`src/rtl/scariv_lsu_issue_sched_if.sv`:
```
// Dispatch/pick/clear signal bundle between the LSU issue entries and their scheduler.
// master = entry array and dispatch side, slave = scheduler.
interface scariv_lsu_issue_sched_if #(
    parameter int ENTRY_SIZE = 8,
    parameter int IN_PORT    = 2
);
    localparam int LANE_W = (IN_PORT > 1) ? $clog2(IN_PORT) : 1;
    localparam int IDX_W  = (ENTRY_SIZE > 1) ? $clog2(ENTRY_SIZE) : 1;
    localparam int CNT_W  = $clog2(ENTRY_SIZE + 1);

    logic [IN_PORT-1:0]           i_disp_valid;
    logic                         o_disp_ready;
    logic [ENTRY_SIZE-1:0]        o_entry_put;
    logic [ENTRY_SIZE*LANE_W-1:0] o_put_lane;
    logic [ENTRY_SIZE-1:0]        i_entry_ready;
    logic                         i_issue_stall;
    logic [ENTRY_SIZE-1:0]        o_entry_picked;
    logic                         o_pick_valid;
    logic [IDX_W-1:0]             o_pick_idx;
    logic [ENTRY_SIZE-1:0]        i_issue_succeeded;
    logic [ENTRY_SIZE-1:0]        o_clear_entry;
    logic [CNT_W-1:0]             o_free_cnt;
    logic                         o_empty;

    modport master (
        output i_disp_valid, i_entry_ready, i_issue_stall, i_issue_succeeded,
        input  o_disp_ready, o_entry_put, o_put_lane, o_entry_picked, o_pick_valid,
        input  o_pick_idx, o_clear_entry, o_free_cnt, o_empty
    );

    modport slave (
        input  i_disp_valid, i_entry_ready, i_issue_stall, i_issue_succeeded,
        output o_disp_ready, o_entry_put, o_put_lane, o_entry_picked, o_pick_valid,
        output o_pick_idx, o_clear_entry, o_free_cnt, o_empty
    );
endinterface

```
`src/rtl/scariv_lsu_issue_sched.sv`:
```
// LSU issue queue allocator plus oldest-first picker driven by an age matrix.
// Latency: put/pick/clear strobes are combinational; busy and age update on the next edge.
// Backpressure: o_disp_ready drops when fewer than IN_PORT entries are free; i_issue_stall masks the pick.
module scariv_lsu_issue_sched #(
    parameter int ENTRY_SIZE = 8,
    parameter int IN_PORT    = 2
) (
    input logic i_clk,
    input logic i_reset_n,
    scariv_lsu_issue_sched_if.slave bus
);
    localparam int LANE_W = (IN_PORT > 1) ? $clog2(IN_PORT) : 1;
    localparam int IDX_W  = (ENTRY_SIZE > 1) ? $clog2(ENTRY_SIZE) : 1;
    localparam int CNT_W  = $clog2(ENTRY_SIZE + 1);

    logic [ENTRY_SIZE-1:0]                 r_busy;
    logic [ENTRY_SIZE-1:0][ENTRY_SIZE-1:0] r_age;   // r_age[i][j]: entry i older than entry j

    logic [CNT_W-1:0]                  free_cnt;
    logic                              disp_ready;
    logic [ENTRY_SIZE-1:0]             put;
    logic [ENTRY_SIZE-1:0]             clr;
    logic [ENTRY_SIZE-1:0]             cand;
    logic [ENTRY_SIZE-1:0]             picked;
    logic [ENTRY_SIZE-1:0][LANE_W-1:0] lane;
    logic [IDX_W-1:0]                  pick_idx;

    always_comb begin
        free_cnt = '0;
        for (int i = 0; i < ENTRY_SIZE; i++) begin
            if (!r_busy[i]) free_cnt = free_cnt + CNT_W'(1);
        end
    end

    assign disp_ready = (free_cnt >= CNT_W'(IN_PORT));

    // The n-th free entry (lowest index first) belongs to lane n.
    always_comb begin
        int n;
        n    = 0;
        put  = '0;
        lane = '0;
        for (int i = 0; i < ENTRY_SIZE; i++) begin
            if (!r_busy[i] && disp_ready) begin
                for (int k = 0; k < IN_PORT; k++) begin
                    if (k == n && bus.i_disp_valid[k]) begin
                        put[i]  = 1'b1;
                        lane[i] = LANE_W'(k);
                    end
                end
                n = n + 1;
            end
        end
    end

    assign clr  = bus.i_issue_succeeded & r_busy;
    assign cand = bus.i_entry_ready & r_busy;

    always_comb begin
        picked = '0;
        for (int i = 0; i < ENTRY_SIZE; i++) begin
            picked[i] = cand[i] & ~bus.i_issue_stall;
            for (int j = 0; j < ENTRY_SIZE; j++) begin
                if (cand[j] && r_age[j][i]) picked[i] = 1'b0;
            end
        end
    end

    always_comb begin
        pick_idx = '0;
        for (int i = 0; i < ENTRY_SIZE; i++) begin
            if (picked[i]) pick_idx = pick_idx | IDX_W'(i);
        end
    end

    always_ff @(posedge i_clk or negedge i_reset_n) begin
        if (!i_reset_n) begin
            r_busy <= '0;
            r_age  <= '0;
        end else begin
            r_busy <= (r_busy | put) & ~clr;
            for (int i = 0; i < ENTRY_SIZE; i++) begin
                for (int j = 0; j < ENTRY_SIZE; j++) begin
                    if (clr[i] || clr[j]) begin
                        r_age[i][j] <= 1'b0;
                    end else if (put[i]) begin
                        // Same-cycle puts: the lower lane is older in program order.
                        r_age[i][j] <= put[j] && (lane[i] < lane[j]);
                    end else if (put[j]) begin
                        r_age[i][j] <= r_busy[i];
                    end
                end
            end
        end
    end

    assign bus.o_disp_ready   = disp_ready;
    assign bus.o_entry_put    = put;
    assign bus.o_put_lane     = lane;
    assign bus.o_entry_picked = picked;
    assign bus.o_pick_valid   = |picked;
    assign bus.o_pick_idx     = pick_idx;
    assign bus.o_clear_entry  = clr;
    assign bus.o_free_cnt     = free_cnt;
    assign bus.o_empty        = ~|r_busy;

`ifndef SYNTHESIS
    always @(posedge i_clk) begin
        if (i_reset_n) begin
            assert ($onehot0(picked));
            assert (((bus.i_disp_valid + IN_PORT'(1)) & bus.i_disp_valid) == '0);
            for (int i = 0; i < ENTRY_SIZE; i++) begin
                for (int j = 0; j < ENTRY_SIZE; j++) begin
                    if (i != j && r_busy[i] && r_busy[j]) assert (r_age[i][j] != r_age[j][i]);
                end
            end
        end
    end
`endif
endmodule

```
`src/flat_wrapper.sv`:
```
// flat-port wrapper written by rule: the top's interface ports become plain ports
module scariv_lsu_issue_sched_flat 
#(
    parameter int ENTRY_SIZE = 8,
    parameter int IN_PORT    = 2
)
  (i_clk, i_reset_n, bus_i_disp_valid, bus_i_entry_ready, bus_i_issue_stall, bus_i_issue_succeeded, bus_o_disp_ready, bus_o_entry_put, bus_o_put_lane, bus_o_entry_picked, bus_o_pick_valid, bus_o_pick_idx, bus_o_clear_entry, bus_o_free_cnt, bus_o_empty);
  scariv_lsu_issue_sched_if #(.ENTRY_SIZE(ENTRY_SIZE), .IN_PORT(IN_PORT)) bus_i ();
  input logic i_clk;
  input logic i_reset_n;
  input wire logic [$bits(bus_i.i_disp_valid)-1:0] bus_i_disp_valid;
  input wire logic [$bits(bus_i.i_entry_ready)-1:0] bus_i_entry_ready;
  input wire logic [$bits(bus_i.i_issue_stall)-1:0] bus_i_issue_stall;
  input wire logic [$bits(bus_i.i_issue_succeeded)-1:0] bus_i_issue_succeeded;
  output wire logic [$bits(bus_i.o_disp_ready)-1:0] bus_o_disp_ready;
  output wire logic [$bits(bus_i.o_entry_put)-1:0] bus_o_entry_put;
  output wire logic [$bits(bus_i.o_put_lane)-1:0] bus_o_put_lane;
  output wire logic [$bits(bus_i.o_entry_picked)-1:0] bus_o_entry_picked;
  output wire logic [$bits(bus_i.o_pick_valid)-1:0] bus_o_pick_valid;
  output wire logic [$bits(bus_i.o_pick_idx)-1:0] bus_o_pick_idx;
  output wire logic [$bits(bus_i.o_clear_entry)-1:0] bus_o_clear_entry;
  output wire logic [$bits(bus_i.o_free_cnt)-1:0] bus_o_free_cnt;
  output wire logic [$bits(bus_i.o_empty)-1:0] bus_o_empty;
  assign bus_i.i_disp_valid = bus_i_disp_valid;
  assign bus_i.i_entry_ready = bus_i_entry_ready;
  assign bus_i.i_issue_stall = bus_i_issue_stall;
  assign bus_i.i_issue_succeeded = bus_i_issue_succeeded;
  assign bus_o_disp_ready = bus_i.o_disp_ready;
  assign bus_o_entry_put = bus_i.o_entry_put;
  assign bus_o_put_lane = bus_i.o_put_lane;
  assign bus_o_entry_picked = bus_i.o_entry_picked;
  assign bus_o_pick_valid = bus_i.o_pick_valid;
  assign bus_o_pick_idx = bus_i.o_pick_idx;
  assign bus_o_clear_entry = bus_i.o_clear_entry;
  assign bus_o_free_cnt = bus_i.o_free_cnt;
  assign bus_o_empty = bus_i.o_empty;
  scariv_lsu_issue_sched #(.ENTRY_SIZE(ENTRY_SIZE), .IN_PORT(IN_PORT)) u_core (.i_clk(i_clk), .i_reset_n(i_reset_n), .bus(bus_i));
endmodule
```
`config.mk`:
```
export PLATFORM = sky130hd
export DESIGN_NAME = scariv_lsu_issue_sched_flat
export DESIGN_NICKNAME = d
export VERILOG_FILES = /design/src/rtl/scariv_lsu_issue_sched_if.sv /design/src/rtl/scariv_lsu_issue_sched.sv /design/src/flat_wrapper.sv
export SDC_FILE = /design/constraint.sdc
export NUM_CORES = 1
export LEC_CHECK = 0
export ABC_AREA = 1
export ABC_CLOCK_PERIOD_IN_PS = 11600
export CAP_MARGIN = 20
export CORE_MARGIN = 2
export CORE_UTILIZATION = 40
export DETAILED_ROUTE_END_ITERATION = 10
export HOLD_SLACK_MARGIN = 0.02
export PLACE_DENSITY_LB_ADDON = 0.25
export SYNTH_ARGS = -nofsm -noshare
export SYNTH_HDL_FRONTEND = slang
export SYNTH_SLANG_ARGS = --single-unit
```
`constraint.sdc`:
```
create_clock -name i_clk -period 11.6 [get_ports i_clk]
set_clock_uncertainty 0.1 [all_clocks]
set_input_delay 2.32 -clock i_clk [delete_from_list [all_inputs] [get_ports i_clk]]
set_output_delay 2.32 -clock i_clk [all_outputs]
set_load 0.005 [all_outputs]
```
Yosys cells after proc, flatten, opt, wreduce, memory -nomap -nowiden. Index checks and enable logic that the tools add are counted.

Register bits: 72. Input port bits: 21. Output and inout port bits: 42. Word-level logic and storage cells: 701.

Add/sub/neg operators: 13. Order comparisons: 64. Equality and inequality tests: 7. Mux-type cells: 307. Bitwise gates (word level): 14. Reduce and logical (&&, ||, !) cells: 231.

Operator list (count): 2-to-1 mux 1 bit (288); zero test 32 bit (7); == test 2 x 32 -> 1 bit, first input constant (6); 2-to-1 mux 32 bit (6); adder 32 x 2 -> 32 bit, second input constant (5); logical AND 1 bit (149); nonzero test 3 bit (28); < comparator 1 bit (49); logical OR 1 bit (28); 2-to-1 mux 4 bit (7); adder 4 x 1 -> 4 bit, second input constant (6); AND 8 bit (3); nonzero test 2 bit (8); OR reduction 8 bit (2); 2-to-1 mux 3 bit (4); zero test 1 bit (9); AND 1 bit (8); inverter 8 bit (1); bitwise OR 8 bit (1); < comparator 1 bit, first input constant (7); < comparator 1 bit, second input constant (7); adder 1 x 1 -> 2 bit, second input constant (2); greater-or-equal comparator 4 x 2 -> 1 bit, second input constant (1); 2-to-1 mux 2 bit (2); 2 further kinds (2).

Depth between registers and ports, before layout. Gate-level depths: netlist of the first run.

Word-level depth: 38. Depth in mapped cells: 60. Gate-level depth less buffers: 58.

Least setup slack after synthesis of the first run. No wires, ideal clock.

Kind: reg2out. From: register u_core.r_busy[1]. To: output bus_o_entry_put[7]. Data arrival time: 6745 ps. Data required time: 9180 ps. Path slack: 2435 ps. Cell stages (with the launch flop): 48. Buffers on the path: 2. Cells stage by stage: dfrtp_1 -> inv_1 -> ha_1 -> inv_1 -> nand2_1 -> nand2_1 -> inv_1 -> ha_1 -> or2_1 -> nand2_1 -> nand2_1 -> nand3_1 -> nand2_1 -> ha_1 -> or2_2 -> nand2_1 -> o21ai_0 -> ha_1 -> [... 12 more ...] -> ha_1 -> or2_1 -> nand2_1 -> inv_1 -> ha_1 -> nand2_1 -> nand2_1 -> ha_1 -> nand2_1 -> nand2_1 -> ha_1 -> nor2_1 -> o21bai_1 -> nand3_2 -> nand2_1 -> nand2_4 -> nor2_4 -> buf_6.

Longest elaborated chain between the ends: 33.

Ends and longest elaborated chain: from (decl) (line scariv_lsu_issue_sched.sv:16) `logic [ENTRY_SIZE-1:0] r_busy;`; from (signal assigned) (line scariv_lsu_issue_sched.sv:81) `r_busy <= (r_busy | put) & ~clr;`; 2-to-1 mux 4 bit * (line scariv_lsu_issue_sched.sv:31) `if (!r_busy[i]) free_cnt = free_cnt + CNT_W'(1);`; adder 4 x 1 -> 4 bit (line scariv_lsu_issue_sched.sv:31); 2-to-1 mux 4 bit * (line scariv_lsu_issue_sched.sv:31); adder 4 x 1 -> 4 bit (line scariv_lsu_issue_sched.sv:31); 2-to-1 mux 4 bit * (line scariv_lsu_issue_sched.sv:31); adder 4 x 1 -> 4 bit (line scariv_lsu_issue_sched.sv:31); 2-to-1 mux 4 bit * (line scariv_lsu_issue_sched.sv:31); adder 4 x 1 -> 4 bit (line scariv_lsu_issue_sched.sv:31); [... 5 more ...]; via bus_o_free_cnt[1] (line flat_wrapper.sv:22) `output wire logic [$bits(bus_i.o_free_cnt)-1:0] bus_o_free_cnt;`; [... 1 more ...]; via bus_o_disp_ready (line flat_wrapper.sv:15) `output wire logic [$bits(bus_i.o_disp_ready)-1:0] bus_o_disp_ready;`; [... 10 more ...]; adder 32 x 2 -> 32 bit (line scariv_lsu_issue_sched.sv:51) `n = n + 1;`; 2-to-1 mux 32 bit (line scariv_lsu_issue_sched.sv:44) `if (!r_busy[i] && disp_ready) begin`; adder 32 x 2 -> 32 bit (line scariv_lsu_issue_sched.sv:51); 2-to-1 mux 32 bit (line scariv_lsu_issue_sched.sv:44); zero test 32 bit (line scariv_lsu_issue_sched.sv:46) `if (k == n && bus.i_disp_valid[k]) begin`; logical AND 1 bit (line scariv_lsu_issue_sched.sv:46); 2-to-1 mux 1 bit (2 in a row) (line scariv_lsu_issue_sched.sv:46); 2-to-1 mux 1 bit * (line scariv_lsu_issue_sched.sv:44); to (decl) (line flat_wrapper.sv:16) `output wire logic [$bits(bus_i.o_entry_put)-1:0] bus_o_entry_put;`.

The timed path passes the listed nets; every way through them passes the cells marked *.

Worst setup path after layout of the first run.
From: register u_core.r_busy[1]. To: output bus_o_entry_put[7].

Longest elaborated chain between the ends: 33.

Ends and longest elaborated chain (line): 2-to-1 mux 4 bit (scariv_lsu_issue_sched.sv:31); adder 4 x 1 -> 4 bit (scariv_lsu_issue_sched.sv:31); 2-to-1 mux 4 bit (scariv_lsu_issue_sched.sv:31); adder 4 x 1 -> 4 bit (scariv_lsu_issue_sched.sv:31); 2-to-1 mux 4 bit (scariv_lsu_issue_sched.sv:31); adder 4 x 1 -> 4 bit (scariv_lsu_issue_sched.sv:31); 2-to-1 mux 4 bit (scariv_lsu_issue_sched.sv:31); adder 4 x 1 -> 4 bit (scariv_lsu_issue_sched.sv:31); [... 16 more ...]; adder 32 x 2 -> 32 bit (scariv_lsu_issue_sched.sv:51); 2-to-1 mux 32 bit (scariv_lsu_issue_sched.sv:44); adder 32 x 2 -> 32 bit (scariv_lsu_issue_sched.sv:51); 2-to-1 mux 32 bit (scariv_lsu_issue_sched.sv:44); zero test 32 bit (scariv_lsu_issue_sched.sv:46); logical AND 1 bit (scariv_lsu_issue_sched.sv:46); 2-to-1 mux 1 bit (2 in a row) (scariv_lsu_issue_sched.sv:46); 2-to-1 mux 1 bit * (scariv_lsu_issue_sched.sv:44).

Mark *: on every way between the ends. The rest lies on a longest branch, timed or not.

==> reports/results.tsv, run 1 <==
stage	metric	value	unit
synthesis	largest cells by area after synthesis	dfrtp_1, nand2_1, inv_1	
floorplanning	Floorplan Core Area	13300	µm²
routing	Vias/cell	5.48	
synthesis	synthesized area per cell	6.57	µm²
setup_path	Setup CP Type	reg -> out	
synthesis	Yosys reg bits	64	
floorplanning	Die H	121	µm
setup_path	slowest stage delay, CP	0.58	ns
clock_network	CTS max path bufs	2	
floorplanning	full die area	14700	µm²
clock_network	cts repair resizes	0	
placement	Port Buf Inserts	61	
setup_path	Slowest-stage cell, CP	clkdlybuf4s50_1	
clock_network	TritonCTS Sinks	64	
synthesis	Synth top cells by count	nand2_1, inv_1, nand3_1	
placement	Placer Congestion	0.980	
cells_and_area	ANT cells	0	
sta	Fin. Hold Viols	0	
synthesis	Synth cell types	45	
clock_network	post-CTS setup repair buffer count	0	
synthesis	Mapped Nets	881	
grt	vias in the first global route	5534	
synthesis	post-synth top area share	29.2	%
clock_network	CTS Hold Bufs	0	
routing	initial DRC count	605	
sta	Worst-Margin Slew	1.22	ns
cells_and_area	non-filler cells, final	1077	
placement	Placed Instances	1061	
grt	first-pass GRT wire length	29800	µm
synthesis	area of the mapped netlist	5490	µm²
floorplanning	row count	42	
grt	gr ovfl total	0	
sta	FMAX	92.9	MHz
grt	GRT Resource Usage Total	26.4	%
clock_network	latest clock arrival within the worst-skew pair	0.34	ns
hold_path	HP Class	reg -> reg	
floorplanning	die width	121	µm
sta	final setup fails	0	
synthesis	Simple-Gate Fraction of Synth Area	35.8	%
routing	Antenna Violating Nets Remaining	0	
synthesis	top-count cell post-synth	nand2_1	
synthesis	mux share of post-synthesis cell area	0	%
synthesis	post-synth top area cell	dfrtp_1	
cells_and_area	Fillers	1414	
floorplanning	boundary pin count	63	
sta	final period utilization	92.8	%
routing	total wire length	19000	µm
synthesis	Post-Synth Adder-Cell Area	5.47	%
floorplanning	Starting Density	41.1	%
sta	Max-slew headroom	17.7	%
setup_path	Worst Path Arrival	8.34	ns
synthesis	number of flops mapped to enable cells by yosys	0	
sta	setup TNS	0	ns
setup_path	Critical Path End Type	primary output	
synthesis	Syn Inst Count	836	
setup_path	startpoint types	flip-flop	
synthesis	Synth Area in XOR/XNOR	0.319	%
flow_run	Max Cap Viol	0	
synthesis	leading register cell type out of synthesis	dfrtp_1	
sta	RSZ-0062 raised after global routing	no	
sta	min Tclk post-route	10.76	ns
routing	wire per inst	17.6	µm
cells_and_area	area added between synthesis and finish	19.5	%
grt	initial antenna violation count	0	
cells_and_area	Layout Nets	941	
run_status	outcome	finished clean	
routing	Pre-antenna DRT Iters	7	
placement	hpwl dp	14100	µm
clock_network	htree depth	3	
synthesis	post-synthesis sequential area ratio	29.2	%
clock_network	Root Driver	clkbuf_16	
routing	DR vias	5904	
synthesis	yosys warns	0	
cells_and_area	share of post-route cells with drive strength above 1	8.32	%
grt	largest net degree at the start of global routing	65	
sta	final max-slew violation count	0	
clock_network	CTS Buf Count	9	
synthesis	ys async rst share	100	%
setup_path	most used cell, CP	nand2_1	
clock_network	clk slew on worst S/H paths	0.05	ns
routing	# DRC	0	
synthesis	post-synthesis compound-gate area fraction	16.5	%
clock_network	CTS tree	done	
setup_path	Worst Path Max Fanout	11	
synthesis	largest family of logic cells by synthesized area	simple AND/OR/NAND/NOR gates	
setup_path	Crit path required time	9.18	ns
-- cell usage in the layout, fill, tap and decap left out, drive strengths merged, types with 3 or more instances in the layout --
cell type,Yosys,routed
o211ai,3,3
clkdlybuf4s50,0,60
inv,160,160
nand2,223,223
o21ai,84,84
nor2,51,51
or2,8,8
a21oi,7,7
o21bai,7,7
nor4,9,9
nand3,100,100
o22ai,33,33
o2111ai,15,15
ha,24,24
nand4,10,10
nand3b,4,4
nor3,7,7
clkbuf,7,11
buf,8,4
clkinv,2,4
dfrtp,64,64
-- critical path, delay by kind of cell (launching register included) --
kind            cells  cell delay (ns)
buf+inv             7             1.21
compound gates      2             0.25
flops               1             0.48
fa+ha+maj           9             2.71
simple gates       27             3.33
-- worst paths after layout --
kind | to | from | cells after the start | slack, ns
hold / removal | u_core.r_age[58]$_DFFE_PN0P_ | u_core.r_age[58]$_DFFE_PN0P_ | 2 | 0.39
min in group asynchronous | u_core.r_age[25]$_DFFE_PN0P_ | i_reset_n | 2 | 2.06
setup reg to reg | u_core.r_age[62]$_DFFE_PN0P_ | u_core.r_busy[1]$_DFF_PN0_ | 49 | 3.56
hold reg to reg | u_core.r_age[58]$_DFFE_PN0P_ | u_core.r_age[58]$_DFFE_PN0P_ | 2 | 0.39
max in group asynchronous | u_core.r_age[46]$_DFFE_PN0P_ | i_reset_n | 2 | 8.73
setup / recovery | bus_o_entry_put[7] | u_core.r_busy[1]$_DFF_PN0_ | 45 | 0.84
-- routing by layer --
metal,vias to the layer above,track usage (%),part of all wire (%)
li1,2874,-,-
met2,311,41.8,44
met4,0,10.8,3.9
met3,69,4.70,8.9
met1,2650,35.6,43
met5,-,0,0
-- metrics by stage --
stage,instance area [µm²],util (%),hold slack [ns],worst slack (ns)
after detailed placement,6250,46.9,0.381,1.24
after global routing,6560,49.2,0.424,0.200
after global placement,6250,46.9,0.379,1.46
after floorplan,5490,-,0.349,2.44
after CTS,6560,49.2,0.394,0.858
final,6560,49.2,0.393,0.837
-- cell families after synthesis --
logic type,Yosys count
AO/OA/AOI/OAI,153
other,1
buffers and inverters,177
XOR/XNOR,2
AND/OR/NAND/NOR,415
flip-flops,64
adder cells (fa/ha/maj),24
-- flip-flops by register name, indices dropped and copies added, names as in the netlist --
signal	cells
u_core.r_age	56
u_core.r_busy	8
-- area by class of cell --
cell class	instances	area [µm²]	share of cell area (%)
Clock buffer	11	253	3.85
Clock inverter	5	55.1	0.839
Inverter	162	608	9.27
Multi-Input combinational cell	595	3200	48.7
Sequential cell	64	1600	24.4
Tap cell	176	220	3.36
Timing Repair Buffer	64	628	9.57
Power of run 1 is left out: the tool's default activity adds up to more than one toggle a clock period on the data nets, which glitch-free logic cannot reach.
==> run 2, diff against run 1 <==
--- a/config.mk
+++ b/config.mk
@@ -11,6 +11,7 @@
 export CORE_MARGIN = 2
 export CORE_UTILIZATION = 40
 export DETAILED_ROUTE_END_ITERATION = 10
+export GPL_TIMING_DRIVEN = 0
 export HOLD_SLACK_MARGIN = 0.02
 export PLACE_DENSITY_LB_ADDON = 0.25
 export SYNTH_ARGS = -nofsm -noshare
==> run 2 against run 1 <==
Against the previous run: first-iteration DRC count shrank 7.3%; worst hold slack gained 0.0028 ns; via count grew 0.97%; non-clock buffer count rose by 10; register-to-register slack got worse by 0.06 ns; global-route usage increased by 0.11 points; cell count increased by 0.84%; utilization grew 0.44 points; wire length about the same; worst setup slack got worse by 0.15 ns; critical endpoint is now bus_o_put_lane[7].
==> reports/results.tsv, run 2 (synthesized netlist as in run 1, its figures left out) <==
stage	metric	value	unit	change
grt	first-pass GRT wire length	29800	µm	+0.21%
clock_network	TritonCTS Sinks	64		unchanged
setup_path	Worst Path Arrival	8.50	ns	+0.16 ns
grt	initial antenna violation count	0		unchanged
setup_path	Critical Path End Type	primary output		
cells_and_area	most frequent cells in the layout	nand2_1, inv_1, nand3_1		
sta	final period utilization	94.1	%	+1.3 points
sta	final setup margin	0.683	ns	-0.154 ns
routing	DR vias	5961		+0.97%
sta	setup TNS	0	ns	unchanged
placement	worst slack at placement	1.06	ns	-0.178 ns
run_status	outcome	finished clean		
routing	DR WL met2	8330	µm	-1.4%
routing	initial DRC count	561		-7.3%
sta	Fin. Hold Viols	0		unchanged
placement	Placer Congestion	0.918		-6.4%
setup_path	Setup CP Type	reg -> out		
cells_and_area	Biggest register	u_core.r_age		
cells_and_area	fin util	49.6	%	+0.44 points
grt	gr ovfl total	0		unchanged
hold_path	HP Class	reg -> reg		
flow_run	Max Cap Viol	0		unchanged
placement	hpwl dp	14100	µm	+0.15%
clock_network	Root Driver	clkbuf_16		
clock_network	CTS Buf Count	9		unchanged
setup_path	slowest stage delay, CP	0.58	ns	about the same
placement	Port Buf Inserts	59		-3.3%
sta	RSZ-0062 raised after global routing	no		
routing	met3 WL	1790	µm	+6.2%
sta	FMAX	91.6	MHz	-1.4%
grt	GRT Resource Usage Total	26.5	%	+0.11 points
floorplanning	die width	121	µm	unchanged
routing	Vias/cell	5.49		+0.13%
cells_and_area	area added between synthesis and finish	20.6	%	
setup_path	Crit path required time	9.18	ns	about the same
sta	Worst-Margin Slew	1.08	ns	-0.144 ns
setup_path	startpoint types	flip-flop		
sta	final max-slew violation count	0		unchanged
cells_and_area	Largest regs	u_core.r_age (56), u_core.r_busy (8)		
clock_network	clk slew on worst S/H paths	0.05	ns	about the same
cells_and_area	max FFs per register	56		unchanged
setup_path	Worst Path Max Fanout	10		-1
grt	largest net degree at the start of global routing	65		unchanged
routing	top sig layer	met4		
clock_network	htree depth	3		unchanged
setup_path	Slowest-stage cell, CP	clkdlybuf4s50_1		
floorplanning	Floorplan Core Area	13300	µm²	unchanged
cells_and_area	share of post-route cells with drive strength above 1	8.68	%	+0.36 points
routing	total wire length	19000	µm	about the same
routing	# DRC	0		unchanged
routing	met1 wire length	8250	µm	+1.5%
cells_and_area	ANT cells	0		unchanged
floorplanning	row count	42		unchanged
clock_network	CTS tree	done		
floorplanning	boundary pin count	63		unchanged
cells_and_area	Layout Nets	951		+1.1%
clock_network	CTS max path bufs	2		unchanged
routing	wire per inst	17.5	µm	-0.88%
floorplanning	Starting Density	41.1	%	unchanged
clock_network	post-CTS setup repair buffer count	0		unchanged
sta	min Tclk post-route	10.92	ns	+0.154 ns
sta	Max-slew headroom	27.7	%	+10 points
floorplanning	full die area	14700	µm²	unchanged
routing	Antenna Violating Nets Remaining	0		unchanged
floorplanning	Die H	121	µm	unchanged
clock_network	latest clock arrival within the worst-skew pair	0.34	ns	about the same
grt	vias in the first global route	5570		+0.65%
sta	final setup fails	0		unchanged
routing	Pre-antenna DRT Iters	5		-2
setup_path	most used cell, CP	nand2_1		
cells_and_area	commonest non-fill, non-tap cell in the layout	nand2_1		
[run 2: cell count changes in the layout (fill, tap and decap cells not counted), sizes merged]
| cell | delta |
|---|---|
| bufinv | +1 |
| buf | +5 |
| clkdlybuf4s50 | -2 |
| clkbuf | +8 |
| clkinv | -1 |
| clkinvlp | -2 |
[run 2: metrics by stage]
stage | hold slack [ns] | cell area, µm² | instances
finish | 0.396 | 6620 | 1086
global route | 0.426 | 6620 | 1086
CTS | 0.395 | 6620 | 1086
detailed placement | 0.384 | 6300 | 1071
global placement | 0.379 | 6300 | 1071
floorplan | 0.349 | 5490 | 836
[run 2: what timing repair did]
item	4_1_cts	5_1_grt
hold buffers	0	0
gates resized for setup	0	1
setup endpoints to repair	0	2
[run 2: worst max-delay path, delay by kind of cell, from the launching register on]
family / cells / cell delay (ns)
compound gates: 1 / 0.10
buf+inv: 9 / 1.41
fa+ha+maj: 9 / 2.68
simple gates: 28 / 3.50
flops: 1 / 0.45
[run 2: layout make-up]
class                   instances  area (µm²)
repair buffers                 59         588
inverters                     162         608
well taps                     176         220
plain buffers                  15        83.8
fillers                      1377        6730
flip-flops and latches         64        1600
clock inverters                 3        65.1
multi-input cells             595        3200
clock buffers                  12         256
[run 2: final timing paths]
check / start / end / slack [ns] / cells past startpoint
max in group asynchronous: i_reset_n / u_core.r_busy[1]$_DFF_PN0_ / 8.80 / 1
hold / removal: u_core.r_age[58]$_DFFE_PN0P_ / u_core.r_age[58]$_DFFE_PN0P_ / 0.40 / 2
hold reg to reg: u_core.r_age[58]$_DFFE_PN0P_ / u_core.r_age[58]$_DFFE_PN0P_ / 0.40 / 2
setup reg to reg: u_core.r_busy[0]$_DFF_PN0_ / u_core.r_age[39]$_DFFE_PN0P_ / 3.50 / 50
min in group asynchronous: i_reset_n / u_core.r_age[3]$_DFFE_PN0P_ / 1.98 / 1
setup / recovery: u_core.r_busy[0]$_DFF_PN0_ / bus_o_put_lane[7] / 0.68 / 47
[run 2: per-layer routing]
metal  track usage [%]  vias to the layer above
li1                  -                     2890
met1              35.2                     2744
met2              41.6                      284
met3              5.36                       43
met4              12.1                        0
met5                 0                        -
Power of run 2 is left out for the same reason.
==> run 3, diff against run 2 <==
--- a/config.mk
+++ b/config.mk
@@ -14,6 +14,7 @@
 export GPL_TIMING_DRIVEN = 0
 export HOLD_SLACK_MARGIN = 0.02
 export PLACE_DENSITY_LB_ADDON = 0.25
+export RECOVER_POWER = 25
 export SYNTH_ARGS = -nofsm -noshare
 export SYNTH_HDL_FRONTEND = slang
 export SYNTH_SLANG_ARGS = --single-unit
==> run 3 against run 2 <==
Against the previous run: worst setup slack lost 0.010 ns; wire length about the same; via count fell by 0.10%; register-to-register slack barely moved; critical endpoint unchanged; design area hardly changed; worst hold slack is essentially flat; clock-buffer cell count is the same; utilization is essentially flat; the flow now finishes with violations (capacitance limit, slew limit); maximum frequency about the same; critical path depth is the same; non-clock buffer count stayed put; sequential share of layout area about the same.
==> reports/results.tsv, run 3 (synthesized netlist as in run 1, its figures left out) <==
stage	metric	value	unit	change
clock_network	htree depth	3		unchanged
setup_path	startpoint types	flip-flop		
hold_path	hold path start	u_core.r_age[58]$_DFFE_PN0P_		
grt	GRT Resource Usage Total	26.5	%	unchanged
placement	Port Buf Inserts	59		unchanged
sta	Fin. Hold Viols	0		unchanged
grt	initial antenna violation count	0		unchanged
floorplanning	row count	42		unchanged
floorplanning	boundary pin count	63		unchanged
setup_path	Worst Path Max Fanout	10		unchanged
floorplanning	Starting Density	41.1	%	unchanged
cells_and_area	most frequent cells in the layout	nand2_1, inv_1, nand3_1		
clock_network	clk slew on worst S/H paths	0.05	ns	about the same
routing	Vias/cell	5.48		-0.10%
setup_path	Setup CP Type	reg -> out		
placement	Placer Congestion	0.918		unchanged
floorplanning	full die area	14700	µm²	unchanged
floorplanning	Die H	121	µm	unchanged
cells_and_area	commonest non-fill, non-tap cell in the layout	nand2_1		
floorplanning	Floorplan Core Area	13300	µm²	unchanged
grt	gr ovfl total	0		unchanged
clock_network	CTS Buf Count	9		unchanged
routing	total wire length	19000	µm	about the same
flow_run	Max Cap Viol	1		+1
setup_path	most used cell, CP	nand2_1		
cells_and_area	Biggest register	u_core.r_age		
grt	first-pass GRT wire length	29800	µm	unchanged
cells_and_area	area added between synthesis and finish	20.5	%	about the same
routing	initial DRC count	557		-0.71%
cells_and_area	Largest regs	u_core.r_age (56), u_core.r_busy (8)		
floorplanning	die width	121	µm	unchanged
setup_path	slowest stage delay, CP	0.58	ns	about the same
grt	vias in the first global route	5570		unchanged
run_status	outcome	finished, violations left		
sta	setup TNS	0	ns	unchanged
sta	final period utilization	94.2	%	about the same
clock_network	CTS tree	done		
sta	Worst-Margin Slew	3.59	ns	+2.52 ns
sta	final setup fails	0		unchanged
placement	worst slack at placement	1.06	ns	unchanged
setup_path	Critical Path End Type	primary output		
sta	RSZ-0062 raised after global routing	no		
routing	DR vias	5955		-0.10%
routing	Pre-antenna DRT Iters	5		unchanged
clock_network	latest clock arrival within the worst-skew pair	0.34	ns	about the same
placement	hpwl dp	14100	µm	unchanged
grt	largest net degree at the start of global routing	65		unchanged
setup_path	Worst Path Arrival	8.51	ns	about the same
cells_and_area	share of post-route cells with drive strength above 1	8.57	%	-0.11 points
cells_and_area	max FFs per register	56		unchanged
cells_and_area	Layout Nets	951		unchanged
hold_path	Worst Hold Path Cells	2		unchanged
routing	# DRC	0		unchanged
clock_network	post-CTS setup repair buffer count	0		unchanged
sta	FMAX	91.5	MHz	about the same
setup_path	Worst R2R Start	u_core.r_busy[0]$_DFF_PN0_		
setup_path	Slowest-stage cell, CP	clkdlybuf4s50_1		
clock_network	TritonCTS Sinks	64		unchanged
sta	min Tclk post-route	10.93	ns	+0.0102 ns
routing	Antenna Violating Nets Remaining	0		unchanged
sta	Max-slew headroom	-140	%	-170 points
cells_and_area	ANT cells	0		unchanged
routing	wire per inst	17.5	µm	about the same
clock_network	CTS max path bufs	2		unchanged
clock_network	Root Driver	clkbuf_16		
hold_path	HP Class	reg -> reg		
setup_path	crit path from	u_core.r_busy[0]$_DFF_PN0_		
sta	final max-slew violation count	65		+65
setup_path	FF-to-FF path depth	50		unchanged
setup_path	Crit path required time	9.18	ns	about the same
sta	final setup margin	0.673	ns	-0.0102 ns
run_status	failing checks	capacitance limit, slew limit		
run 3: changes by cell type in the layout (fill, tap and decap cells not counted):
cell      before  now
buf_4          3    2
clkbuf_1       8    9
run 3: through the flow:
stage | utilization [%] | hold WS [ns] | cell area (µm²) | std cells
after floorplan | - | 0.349 | 5490 | 836
after global placement | 47.2 | 0.379 | 6300 | 1071
after detailed placement | 47.2 | 0.384 | 6300 | 1071
after CTS | 49.6 | 0.395 | 6620 | 1086
after global routing | 49.6 | 0.426 | 6620 | 1086
final | 49.6 | 0.396 | 6620 | 1086
run 3: routing by layer:
metal	part of all wire, %	track usage (%)	wire [µm]	up-vias
met5	0	0	0	-
met3	9.3	5.36	1760	45
met1	43	35.2	8200	2738
li1	-	-	-	2896
met4	3.1	12.1	590	0
met2	44	41.6	8420	276
run 3: what timing repair did:
| item | CTS | global route |
|---|---|---|
| hold endpoints to repair | 0 | 0 |
| gates resized for setup | 0 | 1 |
| hold buffers | 0 | 0 |
| endpoints found under the setup margin | 0 | 2 |
run 3: layout make-up:
cell class / count / area [µm²]
Fill cell: 1379 / 6730
Multi-Input combinational cell: 595 / 3200
Sequential cell: 64 / 1600
Inverter: 162 / 608
Timing Repair Buffer: 59 / 584
Clock buffer: 12 / 256
Tap cell: 176 / 220
Buffer: 15 / 83.8
Clock inverter: 3 / 65.1
run 3: worst paths after layout:
check / endpoint / slack, ns
setup reg to reg: u_core.r_age[39]$_DFFE_PN0P_ / 3.49
min in group asynchronous: u_core.r_age[3]$_DFFE_PN0P_ / 3.11
setup / recovery: bus_o_put_lane[7] / 0.67
hold reg to reg: u_core.r_age[58]$_DFFE_PN0P_ / 0.40
max in group asynchronous: u_core.r_busy[1]$_DFF_PN0_ / 6.00
hold / removal: u_core.r_age[58]$_DFFE_PN0P_ / 0.40
run 3: worst max-delay path, delay by kind of cell (launching register included):
family	cells	cell delay, ns
simple gates	28	3.51
compound gates	1	0.10
fa+ha+maj	9	2.68
buf+inv	9	1.42
flops	1	0.45
Power of run 3 is left out for the same reason.
